==> config.mk <==
export PLATFORM = sky130hd
export DESIGN_NAME = regfile_wb_arbiter
export DESIGN_NICKNAME = d
export VERILOG_FILES = /design/src/rtl/wb_pkg.sv /design/src/rtl/wb_starve_ctr.sv /design/src/rtl/regfile_wb_arbiter.sv
export SDC_FILE = /design/constraint.sdc
export NUM_CORES = 1
export LEC_CHECK = 0
export ABC_CLOCK_PERIOD_IN_PS = 2100
export BUFFER_PORTS_ARGS = -buffer_cell sky130_fd_sc_hd__buf_2
export CORE_MARGIN = 4
export CORE_UTILIZATION = 45
export CTS_BUF_LIST = sky130_fd_sc_hd__clkbuf_4 sky130_fd_sc_hd__clkbuf_8 sky130_fd_sc_hd__clkbuf_16
export DETAILED_ROUTE_END_ITERATION = 8
export MAX_ROUTING_LAYER = met4
export PLACE_DENSITY = 0.91
export SYNTH_ARGS = -nofsm -noshare
export SYNTH_HDL_FRONTEND = slang
export SYNTH_SLANG_ARGS = --single-unit
==> constraint.sdc <==
create_clock -name clk_i -period 2.1 [get_ports clk_i]
set_input_delay 0.21 -clock clk_i [delete_from_list [all_inputs] [get_ports clk_i]]
set_output_delay 0.21 -clock clk_i [all_outputs]
set_load 0.05 [all_outputs]
==> src/rtl/wb_pkg.sv <==
// Shared types and widths for the register-file writeback arbiter.
package wb_pkg;

    localparam int REG_ADDR_W = 5;
    localparam int XLEN       = 32;

    typedef enum logic [1:0] {
        WB_SRC_NONE = 2'd0,
        WB_SRC_ALU  = 2'd1,
        WB_SRC_LSU  = 2'd2
    } wb_src_e;

endpackage

==> src/rtl/wb_starve_ctr.sv <==
// Saturating count of consecutive contentions the ALU has lost to the LSU.
// alu_priority rises once the ALU has lost STARVE_MAX times in a row.
module wb_starve_ctr #(
    parameter int STARVE_MAX = 3
) (
    input  logic clk,
    input  logic rst_n,
    input  logic flush,
    input  logic alu_valid,
    input  logic alu_gnt,
    input  logic lsu_gnt,
    output logic alu_priority
);

    localparam int CNT_W = $clog2(STARVE_MAX + 1);
    localparam logic [CNT_W-1:0] CNT_MAX = CNT_W'(STARVE_MAX);

    logic [CNT_W-1:0] starve_cnt;

    // A lost contention is an LSU grant while the ALU was also asking.
    always_ff @(posedge clk or negedge rst_n) begin
        if (!rst_n) begin
            starve_cnt <= '0;
        end else if (flush || !alu_valid || alu_gnt) begin
            starve_cnt <= '0;
        end else if (lsu_gnt && starve_cnt != CNT_MAX) begin
            starve_cnt <= starve_cnt + 1'b1;
        end
    end

    assign alu_priority = (starve_cnt == CNT_MAX);

endmodule

==> src/rtl/regfile_wb_arbiter.sv <==
// Single write port arbiter for the 32x32 register file: LSU has fixed
// priority, the starvation counter guarantees the ALU eventually wins.
module regfile_wb_arbiter
    import wb_pkg::*;
#(
    parameter int STARVE_MAX = 3
) (
    input  logic                  clk_i,
    input  logic                  rst_ni,
    input  logic                  flush_i,
    input  logic                  alu_valid_i,
    input  logic [REG_ADDR_W-1:0] alu_rd_addr_i,
    input  logic [XLEN-1:0]       alu_rd_data_i,
    output logic                  alu_ready_o,
    input  logic                  lsu_valid_i,
    input  logic [REG_ADDR_W-1:0] lsu_rd_addr_i,
    input  logic [XLEN-1:0]       lsu_rd_data_i,
    output logic                  lsu_ready_o,
    output logic                  rd_wren_o,
    output logic [REG_ADDR_W-1:0] rd_addr_o,
    output logic [XLEN-1:0]       rd_data_o,
    output wb_src_e               wb_src_o
);

    logic alu_priority;
    logic alu_gnt;
    logic lsu_gnt;

    logic                  wren_p1;
    logic [REG_ADDR_W-1:0] addr_p1;
    logic [XLEN-1:0]       data_p1;
    wb_src_e               src_p1;

    wb_starve_ctr #(
        .STARVE_MAX (STARVE_MAX)
    ) u_starve_ctr (
        .clk          (clk_i),
        .rst_n        (rst_ni),
        .flush        (flush_i),
        .alu_valid    (alu_valid_i),
        .alu_gnt      (alu_gnt),
        .lsu_gnt      (lsu_gnt),
        .alu_priority (alu_priority)
    );

    // Grant selection: nothing during reset or flush, otherwise LSU first
    // unless the ALU has been starved long enough.
    always_comb begin
        alu_gnt = 1'b0;
        lsu_gnt = 1'b0;
        if (rst_ni && !flush_i) begin
            if (alu_valid_i && (!lsu_valid_i || alu_priority)) begin
                alu_gnt = 1'b1;
            end else if (lsu_valid_i) begin
                lsu_gnt = 1'b1;
            end
        end
    end

    assign alu_ready_o = alu_gnt;
    assign lsu_ready_o = lsu_gnt;

    // ---- stage p1: registered write toward the register file ----
    // Writes to x0 still load addr/data but never raise the write enable.
    always_ff @(posedge clk_i or negedge rst_ni) begin
        if (!rst_ni) begin
            wren_p1 <= 1'b0;
            addr_p1 <= '0;
            data_p1 <= '0;
            src_p1  <= WB_SRC_NONE;
        end else if (alu_gnt) begin
            wren_p1 <= (alu_rd_addr_i != '0);
            addr_p1 <= alu_rd_addr_i;
            data_p1 <= alu_rd_data_i;
            src_p1  <= WB_SRC_ALU;
        end else if (lsu_gnt) begin
            wren_p1 <= (lsu_rd_addr_i != '0);
            addr_p1 <= lsu_rd_addr_i;
            data_p1 <= lsu_rd_data_i;
            src_p1  <= WB_SRC_LSU;
        end else begin
            wren_p1 <= 1'b0;
            src_p1  <= WB_SRC_NONE;
        end
    end

    assign rd_wren_o = wren_p1;
    assign rd_addr_o = addr_p1;
    assign rd_data_o = data_p1;
    assign wb_src_o  = src_p1;

endmodule

==> results.ini <==
[outcome]
outcome = finished, final reports clean

[route]
finalWirelength_um = 6150
vias = 2190
drt-pass1-iter-count = 4
ant_nets = 0
drtIter0Drc = 133
vias_per_cell = 5.37
route.detailed.drc = 0
wl_per_cell_um = 15.1

[worst_setup_path]
reg2reg_from = u_starve_ctr.starve_cnt[0]$_DFFE_PN0P_
required_ns = 1.89
worst-path-max-fanout = 17
crit_path_end_kind = output pin
reg2reg_to = rd_data_o[7]$_DFFE_PN0P_
worstSetupPathType = flip-flop to output pin
cpPeakStageDelay_ns = 0.40
reg2reg_depth = 5
cp_slowest_cell = dfrtp_1
crit_arrival_ns = 1.73
startpoint_type = flip-flop
crit_path_cell_trace = ha_1 -> and2_2 -> buf_4 -> nor2_1 -> buf_2
critical_path.top_delay_family = buffers and inverters
reg2reg_slack_ns = 0.33
critical_path_buf_inv_count = 2

[global_route]
grt_usage_pct = 20.1
grt_pass1_vias = 2084
antenna_found_initial = 0
grt-ovfl-total = 0
grt_first_pass_wirelength_um = 9680
grt_max_degree = 36

[layout]
fillCellCount = 425
final_cell_mix = buf_2 (120), dfrtp_1 (42), nor3_1 (34)
nNetsFinal = 420
n_antenna_cell = 0
syn_to_final_growth_pct = 33.8
final_area_um2 = 2990
drive_gt1_share_pct = 42.5
final_common_cell = buf_2

[floorplan]
die-area_um2 = 6160
core_um2 = 4750
num_io_pins = 121
initial_core_util_pct = 47.0
row_count = 25
die_h_um = 78.5
fp.dieW_um = 78.5

[yosys]
syn-num-nets = 307
synthSimpleGateAreaFrac_pct = 26.1
syn_area_per_cell_um2 = 9.84
synthAdderAreaFrac_pct = 0.560
ys_seq_area_share_pct = 47.0
synth_compound_area_share_pct = 19.1
synth_top_area_share_pct = 47.0
synth_area_leader_cell = dfrtp_1
synth.cell_area_um2 = 2230
muxShareOfSynthArea_pct = 0.448
synth_xor_area_share_pct = 0.392
syn_inst = 227
synth_top_family_by_area = simple AND/OR/NAND/NOR gates
yosysWarnings = 0
ys_types = 28
synth.area.top_cells = dfrtp_1 (47%), or3b_1 (12%), a31oi_1 (9.0%)
synth_seq_cells = 42

[clocking]
clk_pin_slew_ns = 0.08
cts_tree = built
post_cts_resized = 0
htree_levels = 2
cts_num_sinks = 42
cts_made_buffers = 5
insertion_delay_ns = 0.29
cts-root-buf = clkbuf_8
cts_setup_buffers = 0
clockBufferDepth = 2
cts_hold_buffers = 1

[sta]
fin_crit_sh_pct = 92.3
fin_skew_ns = 0.00712
setup_violations = 0
fmax_mhz = 516
min_period_ns = 1.94
drv_slew = 0
hold_viol_final = 0
worst_pin_slew_ns = 0.446
slew_headroom_pct = 70.3
fin_setup_tns_ns = 0
rsz0062_at_grt = no

[worst_hold_path]
hp-class = input pin to async pin

[power]
ir_worst_vdd_mv = 0.413
power_density_nw_per_um2 = 876
power.leakage_nw = 1.40

[placement]
placed_area_um2 = 2870
hpwlAfterDp_um = 4450
port-buffer-count = 120
place_congestion = 0.817

[run]
cap_violations = 0

routing by layer:
layer / up-vias / GRT usage (%) / part of all wire [%]
li1: 1088 / - / -
met1: 1022 / 25.5 / 43
met2: 74 / 33.6 / 50
met3: 6 / 4.59 / 6.6
met4: 0 / 3.15 / 0.57
met5: - / - / 0
worst max-delay path by stage:
| stage | startpoint | end | cells past startpoint | slack, ns |
|---|---|---|---|---|
| 2_1_floorplan | u_starve_ctr.starve_cnt[0]$_DFFE_PN0P_ | lsu_ready_o | 6 | 0.09 |
| 3_3_place_gp | u_starve_ctr.starve_cnt[0]$_DFFE_PN0P_ | rd_data_o[7]$_DFFE_PN0P_ | 5 | 0.38 |
| 3_5_place_dp | u_starve_ctr.starve_cnt[0]$_DFFE_PN0P_ | rd_data_o[7]$_DFFE_PN0P_ | 5 | 0.33 |
| 4_1_cts | u_starve_ctr.starve_cnt[0]$_DFFE_PN0P_ | lsu_ready_o | 5 | 0.14 |
| 5_1_grt | u_starve_ctr.starve_cnt[0]$_DFFE_PN0P_ | alu_ready_o | 5 | 0.03 |
| 6_report | u_starve_ctr.starve_cnt[0]$_DFFE_PN0P_ | lsu_ready_o | 5 | 0.16 |
per-stage QoR:
stage          total power, W  utilization (%)  setup WS (ns)  cells  hold slack (ns)
2_1_floorplan         0.00171                -         0.0892    227          -0.0856
3_3_place_gp          0.00198             60.3          0.384    399            0.100
3_5_place_dp          0.00200             60.3          0.333    399            0.101
4_1_cts               0.00264             62.9          0.144    408           0.0996
5_1_grt               0.00275             62.9         0.0335    408            0.117
6_report              0.00262             62.9          0.162    408           0.0858
report_power, final:
| part | switching (W) | internal [W] |
|---|---|---|
| clock | 0.000271 | 0.000368 |
| sequential | 0.0000667 | 0.000945 |
| combinational | 0.000710 | 0.000259 |
| total | 0.00105 | 0.00157 |
cells in the mapped netlist:
master,count
mux2i_1,1
or3b_2,2
a221o_1,5
nand2b_1,1
or4_1,2
or2_1,1
a31oi_1,32
and2b_1,1
clkbuf_2,2
nor3_1,34
buf_4,3
o32ai_1,1
or3b_1,30
nor3b_1,5
o22a_1,1
o21ai_0,32
clkbuf_1,16
nand3b_1,1
nand3b_4,1
xnor2_1,1
buf_6,3
and4bb_2,1
buf_2,2
ha_1,1
and2_1,1
nor2_1,4
dfrtp_1,42
inv_2,1
layout make-up:
cell class                 instances  area [um2]  share of cell area, %
clock buffer                       6        76.3                   2.55
multi-input combinational        158        1040                   34.9
tap                               67        83.8                   2.80
timing repair buffer             132         693                   23.2
sequential                        42        1050                   35.1
clock inverter                     2        37.5                   1.26
inverter                           1        3.75                  0.126
flip-flops by register name (all words and copies together), names as in the netlist:
register and cells:
rd_addr_o 5, u_starve_ctr.starve_cnt 2, rd_data_o 32, wb_src_o 2, rd_wren_o 1
kinds of logic (layout without fill, tap and decap cells):
logic type	Yosys count	count (layout)
simple gates	84	84
buf+inv	27	141
fa+ha+maj	1	1
xor+xnor	1	1
flops	42	42
compound gates	71	71
mux	1	1
Note: power is estimated with default switching activity, not from simulation.
